`config.mk`:
```
export PLATFORM = sky130hd
export DESIGN_NAME = fp_dot_seq
export DESIGN_NICKNAME = d
export VERILOG_FILES = /design/src/rtl/fp_dot_seq.sv
export SDC_FILE = /design/constraint.sdc
export NUM_CORES = 1
export LEC_CHECK = 0
export CORE_ASPECT_RATIO = 1.75
export CORE_UTILIZATION = 34
export DETAILED_ROUTE_END_ITERATION = 12
export PLACE_DENSITY = 0.78
export SYNTH_ARGS = -nofsm -noshare
export SYNTH_HDL_FRONTEND = slang
export SYNTH_SLANG_ARGS = --single-unit
```
`constraint.sdc`:
```
create_clock -name clk -period 2.4 [get_ports clk]
set_input_delay 0.24 -clock clk [delete_from_list [all_inputs] [get_ports clk]]
set_output_delay 0.24 -clock clk [all_outputs]
set_load 0.005 [all_outputs]
```
`src/rtl/fp_dot_seq.sv`:
```
`default_nettype none
// ============================================================================
// Module   : fp_dot_seq
// Purpose  : Drives a combinational FP MAC to accumulate a streamed dot product.
// Revision : 1.0  initial release
// ============================================================================
module fp_dot_seq #(
    parameter int SIG_WIDTH = 23,
    parameter int EXP_WIDTH = 8,
    parameter int LEN_WIDTH = 8
) (
    input  logic                           clk,
    input  logic                           rst,
    input  logic                           start,
    input  logic [LEN_WIDTH-1:0]           len,
    input  logic [2:0]                     rnd,
    input  logic                           in_valid,
    output logic                           in_ready,
    input  logic [SIG_WIDTH+EXP_WIDTH:0]   in_a,
    input  logic [SIG_WIDTH+EXP_WIDTH:0]   in_b,
    output logic                           out_valid,
    input  logic                           out_ready,
    output logic [SIG_WIDTH+EXP_WIDTH:0]   out_z,
    output logic [7:0]                     out_status,
    output logic                           busy,
    output logic [SIG_WIDTH+EXP_WIDTH:0]   mac_a,
    output logic [SIG_WIDTH+EXP_WIDTH:0]   mac_b,
    output logic [SIG_WIDTH+EXP_WIDTH:0]   mac_c,
    output logic [2:0]                     mac_rnd,
    input  logic [SIG_WIDTH+EXP_WIDTH:0]   mac_z,
    input  logic [7:0]                     mac_status
);

    localparam logic [1:0]           c_IDLE  = 2'd0;
    localparam logic [1:0]           c_ACCUM = 2'd1;
    localparam logic [1:0]           c_DONE  = 2'd2;
    localparam logic [LEN_WIDTH-1:0] c_ONE   = LEN_WIDTH'(1);

    logic [1:0]                   r_state;
    logic [SIG_WIDTH+EXP_WIDTH:0] r_acc;
    logic [7:0]                   r_stat;
    logic [LEN_WIDTH-1:0]         r_cnt;
    logic [LEN_WIDTH-1:0]         r_len;
    logic [2:0]                   r_rnd;
    logic                         r_in_ready;
    logic                         r_out_valid;
    logic                         r_busy;

    logic                         w_accept;
    logic                         w_last;

    // r_in_ready is high exactly in ACCUM, so it doubles as the state qualifier
    assign w_accept = r_in_ready & in_valid;
    assign w_last   = (r_cnt == (r_len - c_ONE));

    always_ff @(posedge clk) begin
        if (rst) begin
            r_state     <= c_IDLE;
            r_acc       <= '0;
            r_stat      <= '0;
            r_cnt       <= '0;
            r_len       <= '0;
            r_rnd       <= '0;
            r_in_ready  <= 1'b0;
            r_out_valid <= 1'b0;
            r_busy      <= 1'b0;
        end else begin
            case (r_state)
                c_IDLE: begin
                    if (start) begin
                        r_acc  <= '0;
                        r_stat <= '0;
                        r_busy <= 1'b1;
                        if (len != '0) begin
                            r_cnt      <= '0;
                            r_len      <= len;
                            r_rnd      <= rnd;
                            r_in_ready <= 1'b1;
                            r_state    <= c_ACCUM;
                        end else begin
                            r_out_valid <= 1'b1;
                            r_state     <= c_DONE;
                        end
                    end
                end
                c_ACCUM: begin
                    if (w_accept) begin
                        r_acc  <= mac_z;
                        // zero flag describes only the latest sum; the rest accumulate
                        r_stat <= {r_stat[7:1] | mac_status[7:1], mac_status[0]};
                        r_cnt  <= r_cnt + c_ONE;
                        if (w_last) begin
                            r_in_ready  <= 1'b0;
                            r_out_valid <= 1'b1;
                            r_state     <= c_DONE;
                        end
                    end
                end
                c_DONE: begin
                    if (out_ready) begin
                        r_out_valid <= 1'b0;
                        r_busy      <= 1'b0;
                        r_state     <= c_IDLE;
                    end
                end
                default: begin
                    r_in_ready  <= 1'b0;
                    r_out_valid <= 1'b0;
                    r_busy      <= 1'b0;
                    r_state     <= c_IDLE;
                end
            endcase
        end
    end

    assign in_ready   = r_in_ready;
    assign out_valid  = r_out_valid;
    assign out_z      = r_acc;
    assign out_status = r_stat;
    assign busy       = r_busy;
    assign mac_a      = in_a;
    assign mac_b      = in_b;
    assign mac_c      = r_acc;
    assign mac_rnd    = r_rnd;

endmodule
`default_nettype wire

```
# ---- Yosys cells after proc, flatten, opt, wreduce, memory -nomap -nowiden
# Index checks and enable logic that the tools add are counted.
dict set report totals {
  register_bits 64
  input_bits 120
  output_inout_bits 142
  elab_cells 63
}
dict set report op_classes {
  add_sub_neg 2
  eq_ne 9
  mux 29
  bitwise 4
  n_reduce_logical 10
}
# operator count
set op_table {}
lappend op_table {{$mux W32} 2}
lappend op_table {{$pmux W32 S2} 1}
lappend op_table {{$mux W8} 5}
lappend op_table {{$pmux W8 S2} 2}
lappend op_table {{$ne A2 B2 Y1 const B} 6}
lappend op_table {{$mux W1} 10}
lappend op_table {{$mux W2} 5}
lappend op_table {{$reduce_and A5 Y1} 2}
lappend op_table {{$pmux W1 S3} 3}
lappend op_table {{$reduce_and A3 Y1} 3}
lappend op_table {{$add A8 B1 Y8 const B} 1}
lappend op_table {{$eq A8 B8 Y1} 1}
lappend op_table {{$reduce_and A4 Y1} 2}
lappend op_table {{$reduce_bool A8 Y1} 1}
lappend op_table {{$sub A8 B1 Y8 const B} 1}
lappend op_table {{$or A7 B7 Y7} 1}
lappend op_table {{$pmux W2 S3} 1}
lappend op_table {{$eq A2 B1 Y1 const B} 1}
lappend op_table {{$eq A2 B2 Y1 const B} 1}
lappend op_table {{$logic_not A2 Y1} 1}
lappend op_table {{$not A1 Y1} 2}
lappend op_table {{$reduce_bool A2 Y1} 1}
lappend op_table {{$and A1 B1 Y1} 1}

# ---- Longest topological paths before layout
# Gate-level depths: netlist of the first run.
dict set report depth {
  ltp_word 5
  ltp_mapped 9
  ltp_nobuf 7
}

# ---- Worst setup path after synthesis of the first run
# No wires, ideal clock.
dict set report synth_timing {
  path_kind {register to register}
  start {register r_len[0]}
  end {register r_in_ready, in the netlist in_ready}
  setup_ns 0.128
  t_arrival_ns 1.701
  t_required_ns 2.272
  setup_slack_ns 0.571
  stages_incl_launch_ff 10
  path_buffers 2
  period_less_slack_ns 1.829
  path_cell_list {dfxtp_1 clkbuf_2 inv_1 ha_1 clkbuf_2 or2b_2 nor4_4 nor4_2 nor4_2 a21oi_1}
}
dict set report synth_between {
  elab_chain_cells 4
}
# element line
set synth_lines {}
lappend synth_lines {{start, declared} 43} ;# logic [LEN_WIDTH-1:0] r_len;
lappend synth_lines {{start signal, assigned} 76} ;# r_len <= len;
lappend synth_lines {{$sub A8 B1 Y8} 54} ;# assign w_last = (r_cnt == (r_len - c_ONE));
lappend synth_lines {{$eq A8 B8 Y1} 54}
lappend synth_lines {{$ne A2 B2 Y1 (no source line)} -}
lappend synth_lines {{$reduce_and A5 Y1 (no source line)} -}
lappend synth_lines {{end signal, assigned} 64} ;# r_in_ready <= 1'b0;
lappend synth_lines {{end signal, assigned} 78} ;# r_in_ready <= 1'b1;
lappend synth_lines {{end signal, assigned} 93} ;# r_in_ready <= 1'b0;
lappend synth_lines {{end, declared} 45} ;# logic r_in_ready;
# Every way passes these cells.
# A chain may end at the register's enable or synchronous reset.

# ---- Final worst setup path of the first run
# Ends and elaborated chain as after synthesis.

==> out/qor.yml, run 1 <==
clocking:
  hold_buffers: 0
  postCtsResizedCells: 0
  cts_root_buf: "clkbuf_16"
  cts_setup_buffers: 0
  cts_buffer_depth: 2
  clk_latency_ps: 320
  cts.sinks: 64
  path_clk_slew_ps: 60
  cts_buffers: 9
  tritoncts: "yes"
  htreeDepth: 3
run_status:
  outcome: "finished, final reports clean"
critical_path:
  crit_top_cell: "nor4_2"
  crit_arrival_ps: 2200
  cp_top_family: "simple AND/OR/NAND/NOR gates"
  endpoint_kind: "flip-flop"
  crit_path_max_incr_delay_ps: 420
  slowest_stage: "nor4_2"
  cp.required_ps: 2600
  critPathLaunchType: "flip-flop"
  path_buf_inv: 1
  path_max_fanout: 7
  path_cells: "inv_1, ha_1, or2b_2, nor4_4, nor4_2, nor4_2, a21oi_1"
  path_class: "flip-flop to flip-flop"
layout:
  n_antenna_cell: 0
  drive_above_1_share_pct: 7.10
  layout-area-overhead-vs-synth_pct: 30.6
  finish.utilization_pct: 45.8
  n_fill_cell: 983
  nets: 582
die:
  fp.dieW_um: 78.4
  io_pins: 262
  coreArea_um2: 9910
  die_area_um2: 10600
  initial_utilization_pct: 35.1
  rows: 48
  dieHeight_um: 136
placed_design:
  io_buffers: 133
  dp_slack_ps: 368
  place_congestion: 0.837
  dp_hpwl_um: 6930
timing:
  layout_setup_ws_ps: 401
  hold_viol: 0
  tightest_slew_ps: 555
  min_period_over_period_pct: 83.3
  drv_slew: 0
  period_needed_ps: 2000
  finClkSkew_ps: 7.39
  rsz0062_at_grt: "no"
  maxSlewHeadroom_pct: 63.0
  tns_ps: 0
  fmax_mhz: 500
  setup_viol: 0
logic_synthesis:
  synth_edf_count: 0
  syn_area_per_cell_um2: 8.08
  ys_seq_area_share_pct: 36.9
  yosysWarnings: 0
  synth_cells: 430
  ys.flop_type: "dfxtp_1"
  netlist_area_um2: 3470
  synth_cell_types: 48
  synth-seq-cells: 64
  syn_nets: 552
  async_reset_ff_share_pct: 0
power:
  p_leak_uw: 0.00161
  ir_drop_mv: 0.660
  pwr_density_cell_nw_per_um2: 703
route:
  first_iter_violations: 161
  antenna_left: 0
  drtPass1Iterations: 7
  vias: 2976
  wl_per_cell_um: 15.8
  finalWirelength_um: 9300
  drc: 0
  vias_per_cell: 5.04
worst_hold_path:
  hold_class: "input pin to flip-flop"
global_route:
  grt_pass1_vias: 2958
  grt_max_degree: 32
  overflow: 0
  antenna_found_initial: 0
  grt_pass1_wl_um: 14300
  grt_util_all_layers_pct: 17.6
run:
  cap_violations: 0
## power breakdown
part	leakage, uW	internal [uW]	switching (uW)
clock network	0.000166	1020	483
registers	0.000520	1120	53.4
logic	0.000919	280	243
total	0.00161	2410	780
## area by class of cell
| class | count | area [um^2] | area share, % |
|---|---|---|---|
| Timing Repair Buffer | 139 | 1380 | 30.5 |
| Sequential cell | 64 | 1280 | 28.2 |
| Inverter | 6 | 22.5 | 0.496 |
| Tap cell | 125 | 156 | 3.45 |
| Clock inverter | 7 | 120 | 2.65 |
| Multi-Input combinational cell | 240 | 1350 | 29.7 |
| Clock buffer | 9 | 225 | 4.96 |
## stage by stage
step	area [um^2]	hold WS, ps	cells	power, uW
final	4540	343	590	3190
after global routing	4540	376	590	3330
after CTS	4540	339	590	3230
after detailed placement	4190	460	574	1710
after global placement	4190	442	574	1700
after floorplan	3470	376	430	1550
## cells in the final DEF (no fill, tap or decap), drive strengths merged, types with 2 or more instances in the layout
cell / count
clkdlybuf4s50: 132
dfxtp: 64
a21oi: 57
nand2: 51
nand3: 40
nor2: 23
clkbuf: 9
xor2: 7
buf: 7
inv: 6
o21ai: 5
xnor2: 5
nor4: 5
nand4: 4
and3: 4
or3: 4
nor3: 3
a22oi: 3
and2: 3
mux2i: 3
bufinv: 3
clkinv: 3
nand2b: 2
and4: 2
ha: 2
or2b: 2
## path summary, 6_finish.rpt
check / start / cells after the start / end / slack, ps
max: r_len[0] / 7 / in_ready / 400
min reg2reg: out_status[7] / 2 / out_status[7] / 470
max reg2reg: r_len[0] / 7 / in_ready / 400
min: rst / 2 / r_len[2] / 340
## flip-flops by register name (all words and copies together), names as in the netlist, 2 cells and up
signal	flops
r_cnt	8
mac_c	32
r_state	2
r_len	8
mac_rnd	3
out_status	8
## routing by layer
metal	track usage, %	part of all wire (%)	vias up
met5	0	0	-
met4	17.5	8.0	0
met3	3.43	5.9	77
met2	32.0	53	123
met1	15.6	33	1368
li1	-	-	1408
## Yosys cell counts (2+ instances only)
cell type,number,share of area (%)
or3_1,3,0.54
nor4_1,2,0.36
xor2_1,7,1.8
buf_2,2,0.29
and3_1,4,0.72
nand4_1,4,0.72
and2_1,3,0.54
xnor2_1,4,1.0
clkbuf_1,19,2.1
buf_4,96,21
ha_1,2,0.72
mux2i_1,3,0.86
a21oi_1,56,8.1
a22oi_1,3,0.65
o21ai_0,5,0.72
clkbuf_2,2,0.29
inv_1,6,0.65
nor4_2,2,0.72
nand2_1,51,5.5
nor3_1,3,0.43
dfxtp_1,64,37
nand3_1,40,5.8
and4_1,2,0.50
nor2_1,22,2.4
nand2b_1,2,0.36
## kinds of logic after synthesis
kind of cell | after synthesis | share of synthesized area (%)
AOI/OAI and AO/OA | 77 | 12.8
xor gates and xnor gates | 13 | 3.89
muxes | 3 | 0.864
buffers and inverters | 126 | 24.3
adders and majority gates | 2 | 0.720
DFF | 64 | 36.9
and+or+nand+nor | 145 | 20.5
(Power assumes the default switching activity.)
==> inputs of run 2 (changes only) <==
Clock period 2.4 ns to 2 ns, I/O delays scaled along.
==> out/qor.yml, run 2 (synthesis gave the netlist of run 1 again) <==
run_status:
  outcome: "finished, final reports clean"
route:
  vias: 2968
  antenna_left: 0
  first_iter_violations: 132
  drc: 0
  wl_per_cell_um: 15.8
  drtPass1Iterations: 5
  vias_per_cell: 4.99
  finalWirelength_um: 9410
worst_hold_path:
  min_to: "busy"
  min_from: "rst"
  whs_path_depth: 2
  hold_class: "input pin to flip-flop"
layout:
  seqCellArea_um2: 1280
  n_antenna_cell: 0
  layout_commonest_cell: "clkdlybuf4s50_1"
  final_cell_mix: "132 x clkdlybuf4s50_1, 64 x dfxtp_1, 56 x a21oi_1"
  multi_input_area_um2: 1350
  nets: 588
  drive_above_1_share_pct: 7.87
  n_fill_cell: 956
  layout-area-overhead-vs-synth_pct: 29.3
  largest_register_ffs: 32
clocking:
  cts.sinks: 64
  path_clk_slew_ps: 50
  htreeDepth: 3
  hold_buffers: 0
  cts_buffers: 9
  tritoncts: "yes"
  cts_buffer_depth: 2
  cts_root_buf: "clkbuf_16"
  clk_latency_ps: 320
critical_path:
  reg2reg_from: "r_len[2]"
  path_buf_inv: 0
  path_cells: "or3_4, nor4_4, nor4_2, o41ai_1, a21boi_1"
  r2r_cells: 5
  crit_path_max_incr_delay_ps: 440
  r2r-end: "r_state[0]"
  cp_top_family: "simple AND/OR/NAND/NOR gates"
  rrSetupSlack_ps: 110
  critPathLaunchType: "flip-flop"
  crit_arrival_ps: 2070
  path_max_fanout: 7
  slowest_stage: "or3_4"
  path_class: "flip-flop to flip-flop"
  cp.required_ps: 2180
  endpoint_kind: "flip-flop"
  startpoint: "r_len[2]"
global_route:
  grt_pass1_wl_um: 14000
  grtUsageMet3_pct: 3.50
  grtUsageMet2_pct: 31.5
  antenna_found_initial: 0
  met1_usage_pct: 15.8
  grt_max_degree: 32
  grt_pass1_vias: 2853
  overflow: 0
  grt_util_all_layers_pct: 17.3
  busiest_layer: "met2"
die:
  initial_utilization_pct: 35.1
  rows: 48
  dieHeight_um: 136
  die_area_um2: 10600
  fp.dieW_um: 78.4
  io_pins: 262
  coreArea_um2: 9910
timing:
  finClkSkew_ps: 4.90
  drv_slew: 0
  tightest_slew_ps: 506
  min_period_over_period_pct: 94.4
  maxSlewHeadroom_pct: 65.9
  setup_viol: 0
  fmax_mhz: 530
  tns_ps: 0
  hold_slack_ps: 247
  rsz0062_at_grt: "no"
  hold_viol: 0
  period_needed_ps: 1890
power:
  pwr_density_cell_nw_per_um2: 757
  ir_drop_mv: 0.384
  p_total_uw: 3400
  p_leak_uw: 0.00160
placed_design:
  dp_hpwl_um: 7150
  io_buffers: 133
  place_congestion: 0.802
run:
  cap_violations: 0
run 2: cell count changes in the layout (fill, tap and decap cells not counted), sizes merged:
cell,before,now
buf,7,13
bufinv,3,0
clkbuf,9,11
run 2: worst max path at each step:
stage | end | cells past startpoint
3_5_place_dp | r_cnt[7] | 6
6_report | r_state[0] | 5
3_3_place_gp | r_cnt[7] | 6
4_1_cts | in_ready | 7
5_1_grt | in_ready | 5
2_1_floorplan | in_ready | 9
run 2: where the power goes:
part / internal [uW] / total (uW) / switching (uW)
Sequential: 1340 / 1400 / 62.8
Combinational: 351 / 652 / 301
Clock: 824 / 1340 / 521
Total: 2520 / 3400 / 885
run 2: repair_timing:
action | in CTS | in global routing
setup buffers | 0 | 0
endpoints found under the setup margin | 0 | 4
resized for setup | 0 | 1
run 2: cell type report:
type                            count  share of cell area (%)
Tap cell                          125                    3.48
Inverter                            6                   0.501
Sequential cell                    64                    28.5
Clock buffer                       11                    5.18
Multi-Input combinational cell    240                    30.0
Clock inverter                      4                   0.501
Timing Repair Buffer              145                    31.8
run 2: stage by stage:
step	instance area, um^2	utilization, %	cells	worst slack [ps]
floorplan	3470	-	430	171
global placement	4240	42.8	580	48.8
detailed placement	4240	42.8	580	27.8
CTS	4490	45.3	595	80.9
global route	4490	45.4	595	8.60
finish	4490	45.4	595	112
run 2: per-layer routing:
layer | wire length (um) | up-vias
met1 | 3160 | 1381
met2 | 5070 | 102
li1 | - | 1416
met3 | 529 | 69
met4 | 661 | 0
met5 | 0 | -
==> inputs of run 3 (changes only) <==
Settings changed: CORE_MARGIN set to 2.
==> out/qor.yml, run 3 (synthesis gave the netlist of run 1 again) <==
power:
  p_leak_uw: 0.00161
  p_seq_share_pct: 38.8
  p_int_uw: 2720
  power_frac_comb_pct: 18.0
  power.share.clock_pct: 43.1
  ir_drop_mv: 0.604
  pwr_density_cell_nw_per_um2: 797
  switchingPower_uw: 892
  swShare_pct: 24.7
  p_total_uw: 3610
die:
  rows: 48
  die_area_um2: 11100
  fp.dieW_um: 80.4
  dieHeight_um: 138
  initial_utilization_pct: 35.1
  coreArea_um2: 9910
  io_pins: 262
route:
  vias: 2966
  antenna_left: 0
  drc: 0
  finalWirelength_um: 9350
  wl_per_cell_um: 15.8
  vias_per_cell: 5.00
  first_iter_violations: 179
  drtPass1Iterations: 5
worst_hold_path:
  hold_class: "input pin to flip-flop"
critical_path:
  path_class: "flip-flop to flip-flop"
  path_max_fanout: 7
  path_cells: "or3_4, nor4_4, nor4_2, nor4_2, a21oi_1"
  crit_arrival_ps: 2050
  crit_top_cell: "nor4_2"
  endpoint_kind: "flip-flop"
  critPathLaunchType: "flip-flop"
  crit_path_max_incr_delay_ps: 450
  slowest_stage: "or3_4"
  cp.required_ps: 2200
timing:
  period_needed_ps: 1850
  hold_viol: 0
  tightest_slew_ps: 513
  setup_viol: 0
  drv_slew: 0
  finClkSkew_ps: 2.30
  min_period_over_period_pct: 92.5
  rsz0062_at_grt: "no"
  tns_ps: 0
  fmax_mhz: 540
  maxSlewHeadroom_pct: 65.5
clocking:
  cts.sinks: 64
  path_clk_slew_ps: 50
  clk_latency_ps: 320
  tritoncts: "yes"
  cts_setup_buffers: 0
  cts_buffer_depth: 2
  htreeDepth: 3
  cts_buffers: 9
  cts_root_buf: "clkbuf_16"
layout:
  drive_above_1_share_pct: 7.48
  n_antenna_cell: 0
  final_cell_mix: "132 x clkdlybuf4s50_1, 64 x dfxtp_1, 56 x a21oi_1"
  largest_register_ffs: 32
  layout-area-overhead-vs-synth_pct: 30.4
  nets: 585
  n_fill_cell: 987
  layout_commonest_cell: "clkdlybuf4s50_1"
global_route:
  antenna_found_initial: 0
  overflow: 0
  grt_pass1_vias: 2906
  grt_util_all_layers_pct: 17.0
  grt_pass1_wl_um: 14400
  grt_max_degree: 43
run:
  cap_violations: 0
placed_design:
  io_buffers: 133
  place_congestion: 0.841
  dp_hpwl_um: 6990
run_status:
  outcome: "finished, final reports clean"
==> run 3: cell count changes in the layout (fill, tap and decap cells not counted), sizes merged <==
cell | previous run | this run
clkinvlp | 1 | 0
bufinv | 0 | 1
clkinv | 3 | 2
clkbuf | 11 | 13
buf | 13 | 10
==> run 3: cell type report <==
| class | count | area (um^2) | area share [%] |
|---|---|---|---|
| timing repair buffer | 142 | 1420 | 31.3 |
| multi-input combinational | 240 | 1350 | 29.8 |
| sequential | 64 | 1280 | 28.3 |
| clock buffer | 13 | 260 | 5.75 |
| tap | 125 | 156 | 3.45 |
| clock inverter | 3 | 40.0 | 0.884 |
| inverter | 6 | 22.5 | 0.497 |
==> run 3: critical path: cells and delay by family (launching register included) <==
family           cells  cell delay [ps]
flip-flops           1              380
AND/OR/NAND/NOR      4             1240
AO/OA/AOI/OAI        1              110
==> run 3: worst paths after layout <==
| check | depth (start not counted) | slack (ps) | endpoint | from |
|---|---|---|---|---|
| max | 5 | 150 | in_ready | r_len[2] |
| min | 2 | 190 | mac_rnd[2] | rst |
| max reg2reg | 5 | 150 | in_ready | r_len[2] |
| min reg2reg | 2 | 460 | out_status[0] | out_status[0] |
==> run 3: what timing repair did <==
| action | in CTS | in global routing |
|---|---|---|
| gates resized for setup | 0 | 1 |
| endpoints found under the setup margin | 0 | 3 |
| hold buffers | 0 | 0 |
==> run 3: metrics by stage <==
stage	area (um^2)	hold WS (ps)	utilization (%)	instances	setup WS, ps
5_1_grt	4530	198	45.7	593	29.0
3_5_place_dp	4230	400	42.7	577	1.11
4_1_cts	4530	183	45.7	593	90.6
2_1_floorplan	3470	336	-	430	171
3_3_place_gp	4230	400	42.7	577	46.5
6_report	4530	190	45.7	593	149
==> run 3: power groups by stage <==
stage	Clock (uW)	Sequential [uW]	Combinational (uW)
floorplan	0	1410	448
global placement	0	1420	636
detailed placement	0	1430	651
CTS	1590	1400	654
global route	1650	1410	708
finish	1560	1400	652
==> run 3: layer usage <==
layer	global-route usage, %	part of all wire [%]	up-vias
li1	-	-	1411
met1	16.3	34	1375
met2	31.3	55	124
met3	3.67	6.0	56
met4	11.6	4.9	0
met5	0	0	-
